===== config.mk =====
export PLATFORM = sky130hd
export DESIGN_NAME = mem_port_arbiter_flat
export DESIGN_NICKNAME = d
export VERILOG_FILES = /design/src/rtl/mem_port_arbiter_if.sv /design/src/rtl/mem_port_arbiter.sv /design/src/flat_wrapper.sv
export SDC_FILE = /design/constraint.sdc
export NUM_CORES = 1
export LEC_CHECK = 0
export BUFFER_PORTS_ARGS = -buffer_cell sky130_fd_sc_hd__buf_2
export CAP_MARGIN = 15
export CELL_PAD_IN_SITES_DETAIL_PLACEMENT = 0
export CELL_PAD_IN_SITES_GLOBAL_PLACEMENT = 1
export CORE_UTILIZATION = 27
export DETAILED_ROUTE_END_ITERATION = 8
export HOLD_SLACK_MARGIN = 0.02
export PLACE_DENSITY_LB_ADDON = 0.3
export SLEW_MARGIN = 40
export SYNTH_ARGS = -nofsm -noshare
export SYNTH_HDL_FRONTEND = slang
export SYNTH_SLANG_ARGS = --single-unit

===== constraint.sdc =====
create_clock -name CLK -period 1.7 [get_ports CLK]
set_input_delay 0.34 -clock CLK [delete_from_list [all_inputs] [get_ports CLK]]
set_output_delay 0.34 -clock CLK [all_outputs]
set_load 0.01 [all_outputs]

===== src/rtl/mem_port_arbiter_if.sv =====
// Shared-RAM port bundle: datapath fetch/data requests on one side, RAM strobes on the other.
// The arbiter takes the slave view; the environment (datapath plus RAM) takes the master view.
interface mem_port_arbiter_if;
    logic        iREN;
    logic [31:0] iaddr;
    logic        ihit;
    logic [31:0] iload;
    logic        dREN;
    logic        dWEN;
    logic [31:0] daddr;
    logic [31:0] dstore;
    logic        dhit;
    logic [31:0] dload;
    logic        ramREN;
    logic        ramWEN;
    logic [31:0] ramaddr;
    logic [31:0] ramstore;
    logic [31:0] ramload;
    logic        ramready;
    logic        proto_err;

    modport slave (
        input  iREN, iaddr, dREN, dWEN, daddr, dstore, ramload, ramready,
        output ihit, iload, dhit, dload, ramREN, ramWEN, ramaddr, ramstore, proto_err
    );

    modport master (
        output iREN, iaddr, dREN, dWEN, daddr, dstore, ramload, ramready,
        input  ihit, iload, dhit, dload, ramREN, ramWEN, ramaddr, ramstore, proto_err
    );
endinterface


===== src/rtl/mem_port_arbiter.sv =====
// Arbitrates the single RAM port between instruction fetch and data access, data first,
// with a starvation bound that forces a fetch after STARVE_LIMIT consecutive data grants.
module mem_port_arbiter #(
    parameter int unsigned STARVE_LIMIT = 4
) (
    input logic          CLK,
    input logic          RST,
    mem_port_arbiter_if.slave bus
);
    typedef enum logic [1:0] {StIdle, StIacc, StDacc} state_e;

    localparam logic [3:0] Limit = 4'(STARVE_LIMIT);

    state_e      state_q;
    logic [3:0]  starve_q;
    logic        ren_q;
    logic        wen_q;
    logic        perr_q;
    logic [31:0] addr_q;
    logic [31:0] store_q;

    logic d_req;
    logic fetch_wins;
    logic ihit_w;
    logic dhit_w;

    assign d_req      = bus.dREN | bus.dWEN;
    assign fetch_wins = bus.iREN & (~d_req | (starve_q >= Limit));

    always_ff @(posedge CLK) begin
        if (RST) begin
            state_q  <= StIdle;
            starve_q <= 4'd0;
            ren_q    <= 1'b0;
            wen_q    <= 1'b0;
            perr_q   <= 1'b0;
            addr_q   <= 32'd0;
            store_q  <= 32'd0;
        end else begin
            case (state_q)
                StIdle: begin
                    if (fetch_wins) begin
                        state_q  <= StIacc;
                        starve_q <= 4'd0;
                        ren_q    <= 1'b1;
                        wen_q    <= 1'b0;
                        addr_q   <= bus.iaddr;
                        store_q  <= 32'd0;
                    end else if (d_req) begin
                        state_q  <= StDacc;
                        // Only grants that actually pass over a waiting fetch count.
                        if (!bus.iREN) begin
                            starve_q <= 4'd0;
                        end else if (starve_q < Limit) begin
                            starve_q <= starve_q + 4'd1;
                        end
                        ren_q    <= ~bus.dWEN;
                        wen_q    <= bus.dWEN;
                        addr_q   <= bus.daddr;
                        store_q  <= bus.dstore;
                        if (bus.dREN && bus.dWEN) begin
                            perr_q <= 1'b1;
                        end
                    end
                end
                StIacc, StDacc: begin
                    if (bus.ramready) begin
                        state_q <= StIdle;
                        ren_q   <= 1'b0;
                        wen_q   <= 1'b0;
                        addr_q  <= 32'd0;
                        store_q <= 32'd0;
                    end
                end
                default: state_q <= StIdle;
            endcase
        end
    end

    // A dropped request still lets the RAM finish, but the hit is withheld.
    assign ihit_w = ~RST & (state_q == StIacc) & bus.ramready & bus.iREN;
    assign dhit_w = ~RST & (state_q == StDacc) & bus.ramready & d_req;

    assign bus.ihit      = ihit_w;
    assign bus.dhit      = dhit_w;
    assign bus.iload     = ihit_w ? bus.ramload : 32'd0;
    assign bus.dload     = dhit_w ? bus.ramload : 32'd0;
    assign bus.ramREN    = ren_q;
    assign bus.ramWEN    = wen_q;
    assign bus.ramaddr   = addr_q;
    assign bus.ramstore  = store_q;
    assign bus.proto_err = perr_q;
endmodule


===== src/flat_wrapper.sv =====
// flat-port wrapper written by rule: the top's interface ports become plain ports
module mem_port_arbiter_flat 
#(
    parameter int unsigned STARVE_LIMIT = 4
)
  (CLK, RST, bus_iREN, bus_iaddr, bus_dREN, bus_dWEN, bus_daddr, bus_dstore, bus_ramload, bus_ramready, bus_ihit, bus_iload, bus_dhit, bus_dload, bus_ramREN, bus_ramWEN, bus_ramaddr, bus_ramstore, bus_proto_err);
  mem_port_arbiter_if bus_i ();
  input logic CLK;
  input logic RST;
  input wire logic [$bits(bus_i.iREN)-1:0] bus_iREN;
  input wire logic [$bits(bus_i.iaddr)-1:0] bus_iaddr;
  input wire logic [$bits(bus_i.dREN)-1:0] bus_dREN;
  input wire logic [$bits(bus_i.dWEN)-1:0] bus_dWEN;
  input wire logic [$bits(bus_i.daddr)-1:0] bus_daddr;
  input wire logic [$bits(bus_i.dstore)-1:0] bus_dstore;
  input wire logic [$bits(bus_i.ramload)-1:0] bus_ramload;
  input wire logic [$bits(bus_i.ramready)-1:0] bus_ramready;
  output wire logic [$bits(bus_i.ihit)-1:0] bus_ihit;
  output wire logic [$bits(bus_i.iload)-1:0] bus_iload;
  output wire logic [$bits(bus_i.dhit)-1:0] bus_dhit;
  output wire logic [$bits(bus_i.dload)-1:0] bus_dload;
  output wire logic [$bits(bus_i.ramREN)-1:0] bus_ramREN;
  output wire logic [$bits(bus_i.ramWEN)-1:0] bus_ramWEN;
  output wire logic [$bits(bus_i.ramaddr)-1:0] bus_ramaddr;
  output wire logic [$bits(bus_i.ramstore)-1:0] bus_ramstore;
  output wire logic [$bits(bus_i.proto_err)-1:0] bus_proto_err;
  assign bus_i.iREN = bus_iREN;
  assign bus_i.iaddr = bus_iaddr;
  assign bus_i.dREN = bus_dREN;
  assign bus_i.dWEN = bus_dWEN;
  assign bus_i.daddr = bus_daddr;
  assign bus_i.dstore = bus_dstore;
  assign bus_i.ramload = bus_ramload;
  assign bus_i.ramready = bus_ramready;
  assign bus_ihit = bus_i.ihit;
  assign bus_iload = bus_i.iload;
  assign bus_dhit = bus_i.dhit;
  assign bus_dload = bus_i.dload;
  assign bus_ramREN = bus_i.ramREN;
  assign bus_ramWEN = bus_i.ramWEN;
  assign bus_ramaddr = bus_i.ramaddr;
  assign bus_ramstore = bus_i.ramstore;
  assign bus_proto_err = bus_i.proto_err;
  mem_port_arbiter #(.STARVE_LIMIT(STARVE_LIMIT)) u_core (.CLK(CLK), .RST(RST), .bus(bus_i));
endmodule

==> impl_metrics.csv, run 1 <==
group,metric,value,unit
sta,max_clock_freq,516,MHz
finish,fin_nets,890,
worst_setup_path,critPathMaxFanout,9,
cts,hold_buffers,0,
floorplanning,dieArea,15800,um2
placement,io_buffers,266,
placement,dpl_cell_area,5750,um2
finish,area_growth,74.1,%
finish,diodes,0,
route,drt_iter0_markers,137,
yosys,synthCells,464,
outcome,outcome,"finished with violations",
yosys,synth-async-reset-ratio,0,
global_routing,grt_max_degree,49,
worst_setup_path,worstPathArrival,1600,ps
floorplanning,num_rows,44,
worst_setup_path,crit_type,"reg -> out",
floorplanning,coreArea,14800,um2
yosys,synth_top_area_cell,"dfxtp_1",
finish,finalInstanceArea,7200,um2
yosys,synth_cell_type_count,37,
finish,final_layout_size_suffix_gt1_frac,0.591,
yosys,synthTopCellsByArea,"dfxtp_1, o221ai_2, and2_1",
cts,cts_tree,"done",
global_routing,grt_pass1_vias,4546,
sta,setup_viol,132,
run,drv_cap,0,
global_routing,overflow,0,
power,power_density,793,nW/um2
power,power.total,5.71,mW
sta,fin_ws,-238,ps
route,drc,0,
yosys,synth_top_area_frac,0.353,
yosys,yosysSeqAreaShare,0.353,
worst_hold_path,hold_class,"in -> reg",
yosys,synth_common_cells,"inv_1, dfxtp_1, and2_1",
yosys,synthFlopType,"dfxtp_1",
sta,timing.final.crit_share,1.14,
yosys,syn-num-nets,603,
yosys,yosys.cell_count.top_type,"inv_1",
cts,clock_latency,340,ps
floorplanning,io_pins,267,
worst_setup_path,r2r_end,"u_core.bus.ramaddr[26]",
route,vias,4802,
worst_setup_path,crit_required,1360,ps
worst_setup_path,worstRegToRegCells,10,
power,ir_worst_vdd,473,uV
floorplanning,die_y,126,um
worst_setup_path,cp_slowest_cell,"dfxtp_2",
placement,place_congestion,0.849,
worst_setup_path,crit_chain,"inv_2 -> ha_4 -> and4_4 -> buf_12 -> and2_1 -> buf_2",
route,wirelength,17.6,mm
worst_setup_path,r2r-start,"u_core.state_q[0]",
placement,hpwl,10.2,mm
yosys,avgSynthCellArea,8.92,um2
floorplanning,start_util,0.280,
outcome,violations,"setup timing",
floorplanning,dieWidth,126,um
route,wl_per_cell,18.7,um
yosys,synth_edf_count,0,
cts,clockBufferDepth,2,
sta,hold_viol,0,
sta,fin_crit,1940,ps
yosys,syn_area,4140,um2
route,drtPass1Iterations,4,
power,p_leak,3.37,nW
cts,cts_made_buffers,9,
sta,maxSlewViolCount,0,
worst_hold_path,hp-start,"bus_dstore[16]",
cts,cts_max_level,3,
sta,relSlewSlack,0.695,
global_routing,grt_pass1_wl,24.9,mm
worst_setup_path,cp-start-kind,"flip-flop",
global_routing,grt_usage,0.201,
worst_hold_path,hold_depth,3,
worst_setup_path,r2r_slack,-140,ps
cts,cts_sinks,73,
global_routing,antenna_found_initial,1,
yosys,ys_seq_elements,73,
sta,rsz0062_at_grt,"yes",
worst_setup_path,max_stage_delay,330,ps
cts,cts_root_buf,"clkbuf_16",
sta,tightestPinTransition,458,ps
sta,fin_hold_ws,266,ps
sta,fin_skew,11.0,ps
route,postRouteAntennaNets,0,
yosys,yosys_warnings,0,
cts,clkTransAtPathRegs,60,ps
worst_hold_path,min_to,"u_core.bus.ramstore[16]",
route,vias_per_cell,5.11,
worst_setup_path,endpoint_kind,"primary output",
==> cell type report <==
type,count,area (um2)
clock inverter,6,87.6
sequential,73,1460
clock buffer,10,229
timing repair buffer,317,2250
multi-input combinational,248,2560
inverter,102,383
tap,184,230
fill,1403,7550
==> where the power goes <==
part / leakage (nW) / switching [mW] / total, mW / internal, mW
registers: 0.603 / 0.0883 / 1.97 / 1.88
logic: 2.61 / 0.868 / 1.66 / 0.794
clock network: 0.157 / 0.786 / 2.08 / 1.29
total: 3.37 / 1.74 / 5.71 / 3.97
==> stage by stage <==
stage / worst slack, ps / TNS (ps) / utilization / cells
after floorplan: 5.80 / 0 / - / 464
after global placement: -99.2 / -5260 / 0.390 / 893
after detailed placement: -209 / -9290 / 0.390 / 893
after CTS: -244 / -13140 / 0.439 / 928
after global routing: -296 / -26880 / 0.488 / 940
final: -238 / -17920 / 0.488 / 940
==> cell usage in the layout, fill, tap and decap left out, drive strengths merged, types with 8 or more instances in the layout <==
cell type,n
clkbuf,17
and2,64
nand4,33
inv,103
o2111ai,33
buf,310
dfxtp,73
nand2,8
o32ai,33
o221ai,32
==> cell families (layout without fill, tap and decap cells) <==
group                      count (synthesis)  in the layout  synth area share
DFF                                       73             73             0.353
AOI/OAI and AO/OA                        117            117             0.287
adders and majority gates                  5              5            0.0151
and+or+nand+nor                          118            126             0.182
buffers and inverters                    151            435             0.163
==> repair_timing <==
action | 4_1_cts | 5_1_grt
pin swaps | 5 | 24
endpoints found under the setup margin | 132 | 132
cloned | 12 | 10
setup buffers | 7 | 3
resized for setup | 29 | 91
==> state kept, by name (all words and copies together) (netlist names) <==
signal                flops
u_core.starve_q           4
u_core.bus.ramstore      32
u_core.bus.ramaddr       32
u_core.bus.ramREN         1
u_core.bus.proto_err      1
u_core.bus.ramWEN         1
u_core.state_q            2
==> worst max-delay path by stage <==
| stage | endpoint | cells past startpoint | slack [ps] | from |
|---|---|---|---|---|
| 2_1_floorplan | bus_dload[22] | 5 | 6 | bus_dWEN |
| 3_3_place_gp | bus_iload[14] | 5 | -100 | RST |
| 3_5_place_dp | bus_iload[7] | 5 | -210 | RST |
| 4_1_cts | bus_dload[12] | 6 | -240 | u_core.state_q[1] |
| 5_1_grt | bus_dload[7] | 6 | -300 | u_core.state_q[0] |
| 6_report | bus_dload[7] | 6 | -240 | u_core.state_q[0] |
==> layer usage <==
| metal | vias up | global-route usage | routed length [um] |
|---|---|---|---|
| met5 | - | 0 | 8 |
| met4 | 2 | 0.0532 | 282 |
| met3 | 24 | 0.0531 | 1080 |
| met2 | 174 | 0.342 | 8750 |
| met1 | 2340 | 0.251 | 7450 |
| li1 | 2262 | - | - |
==> worst max-delay path: cells and delay by family, from the launching register on <==
family / cells / cell delay [ps]
AND/OR/NAND/NOR: 2 / 450
adder cells (fa/ha/maj): 1 / 130
flip-flops: 1 / 330
buffers and inverters: 3 / 370
No activity file was read; power rests on OpenSTA's default activity.
==> run 2, diff against run 1 <==
CORE_UTILIZATION = 25   (was 27)
==> run 2 against run 1 <==
Against the previous run:
- setup slack worse by 53 ps
- fmax down 2.7%
- combinational power about the same
- register-to-register slack worse by 20 ps
- critical path depth up 1
- die area up 7.9%
- worst hold slack worse by 15 ps
- first-iteration DRC count up 84%
- clock-buffer cell count unchanged
- utilization down 3.4 points
- the run still ends with setup timing left
==> impl_metrics.csv, run 2 (synthesis gave the netlist of run 1 again) <==
group,metric,value,unit
finish,postLayoutCoreUtil,0.454,
cts,clkTransAtPathRegs,60,ps
finish,area_growth,75.7,%
route,drt_iter0_markers,252,
power,power_density,739,nW/um2
global_routing,grt_max_degree,34,
global_routing,grt_pass1_wl,24.0,mm
cts,hold_buffers,0,
sta,maxSlewViolCount,0,
global_routing,grt_pass1_vias,4488,
floorplanning,die_y,131,um
finish,instances_no_fill,981,
cts,cts_tree,"done",
worst_setup_path,crit_type,"reg -> out",
sta,setup_viol,132,
finish,layout_common_cells,"buf_2, inv_1, dfxtp_1",
floorplanning,io_pins,267,
worst_setup_path,r2r_slack,-160,ps
worst_setup_path,critPathLaunch,"u_core.state_q[0]",
run,drv_cap,0,
sta,rsz0062_at_grt,"yes",
placement,place_inst,930,
sta,tightestPinTransition,438,ps
placement,hpwl,10.6,mm
placement,io_buffers,266,
power,p_leak,3.42,nW
placement,dp_slack,-78.5,ps
floorplanning,coreArea,16000,um2
finish,diodes,0,
sta,fin_ws,-291,ps
sta,timing.final.crit_share,1.17,
sta,hold_viol,0,
worst_setup_path,crit_required,1360,ps
outcome,outcome,"finished with violations",
cts,cts_made_buffers,9,
worst_setup_path,worstPathArrival,1650,ps
route,vias_per_cell,4.84,
floorplanning,dieWidth,131,um
sta,fin_skew,10.5,ps
cts,clock_latency,350,ps
cts,cts_sinks,73,
global_routing,top_usage_layer,"met2",
global_routing,use_met2,0.308,
route,vias,4748,
finish,fill_cells,1563,
global_routing,grt_use_met1,0.229,
route,drc,0,
floorplanning,start_util,0.259,
placement,place_congestion,0.716,
global_routing,antenna_found_initial,0,
finish,fin_nets,899,
worst_setup_path,r2r_end,"u_core.bus.ramaddr[21]",
floorplanning,dieArea,17100,um2
worst_setup_path,cp-endpoint,"bus_dload[26]",
power,ir_worst_vdd,494,uV
cts,clockBufferDepth,2,
worst_setup_path,r2r-start,"u_core.state_q[0]",
outcome,violations,"setup timing",
worst_setup_path,crit_chain,"inv_2 -> buf_6 -> ha_4 -> and4_4 -> buf_16 -> and2_1 -> buf_2",
route,postRouteAntennaNets,0,
sta,max_clock_freq,502,MHz
sta,fin_crit,1990,ps
finish,final_common_cell,"buf_2",
sta,relSlewSlack,0.707,
worst_setup_path,endpoint_kind,"primary output",
sta,tns,-22160,ps
cts,cts_max_level,3,
floorplanning,num_rows,46,
worst_setup_path,max_stage_delay,320,ps
worst_setup_path,worstRegToRegCells,9,
power,power.total,5.37,mW
route,wirelength,17.0,mm
worst_setup_path,critPathMaxFanout,16,
worst_setup_path,cp-start-kind,"flip-flop",
global_routing,use_met3,0.0603,
route,drtPass1Iterations,6,
global_routing,grt_usage,0.187,
route,wl_per_cell,17.3,um
worst_hold_path,hold_class,"in -> reg",
worst_setup_path,cp_slowest_cell,"dfxtp_2",
cts,cts_root_buf,"clkbuf_16",
global_routing,overflow,0,
finish,final_layout_size_suffix_gt1_frac,0.582,
[run 2: cell count changes in the layout (fill, tap and decap cells not counted), sizes merged]
| cell | previous run | this run |
|---|---|---|
| inv | 103 | 102 |
| and4 | 6 | 2 |
| clkbuf | 17 | 11 |
| clkinvlp | 0 | 2 |
| clkinv | 3 | 4 |
| bufinv | 2 | 0 |
| buf | 310 | 329 |
[run 2: per-stage QoR]
stage | cell area (um2) | hold slack, ps
CTS | 6910 | 239
global route | 7270 | 247
global placement | 5870 | 439
finish | 7270 | 251
detailed placement | 5870 | 448
floorplan | 4150 | 449
[run 2: per-layer routing]
layer	share of wire	vias to the layer above	routed length [um]
met5	0	-	0
met4	0.013	0	214
met2	0.49	194	8320
li1	-	2291	-
met1	0.42	2250	7090
met3	0.080	13	1350
[run 2: critical path, delay by kind of cell, from the launching register on]
kind          cells  cell delay [ps]
flops             1              320
simple gates      2              430
buf+inv           4              440
fa+ha+maj         1              110
[run 2: where the power goes]
group / switching (mW) / total (mW) / internal [mW]
clock network: 0.784 / 1.77 / 0.990
logic: 0.842 / 1.63 / 0.786
registers: 0.0858 / 1.97 / 1.88
[run 2: final cells by class]
class	count	area [um2]	area share
repair buffers	330	2410	0.331
flip-flops and latches	73	1460	0.201
clock inverters	6	42.5	0.00585
clock buffers	10	229	0.0315
multi-input cells	244	2470	0.340
well taps	216	270	0.0372
inverters	102	383	0.0527
[run 2: worst min-delay path by stage]
stage	startpoint	endpoint	slack (ps)	cells after the start
after floorplan	u_core.starve_q[1]	u_core.starve_q[1]	450	2
after global placement	u_core.bus.ramstore[9]	u_core.bus.ramstore[9]	440	2
after detailed placement	u_core.bus.ramWEN	u_core.bus.ramWEN	450	2
after CTS	bus_dstore[0]	u_core.bus.ramstore[0]	240	3
after global routing	bus_dstore[0]	u_core.bus.ramstore[0]	250	3
final	bus_dstore[0]	u_core.bus.ramstore[0]	250	3
[run 2: what timing repair did]
item                                    4_1_cts  5_1_grt
pin swaps                                    66       26
endpoints found under the hold margin         0        0
cloned                                       12        4
buffers inserted                             14        7
gates resized for setup                      76       40
endpoints found under the setup margin      131      133
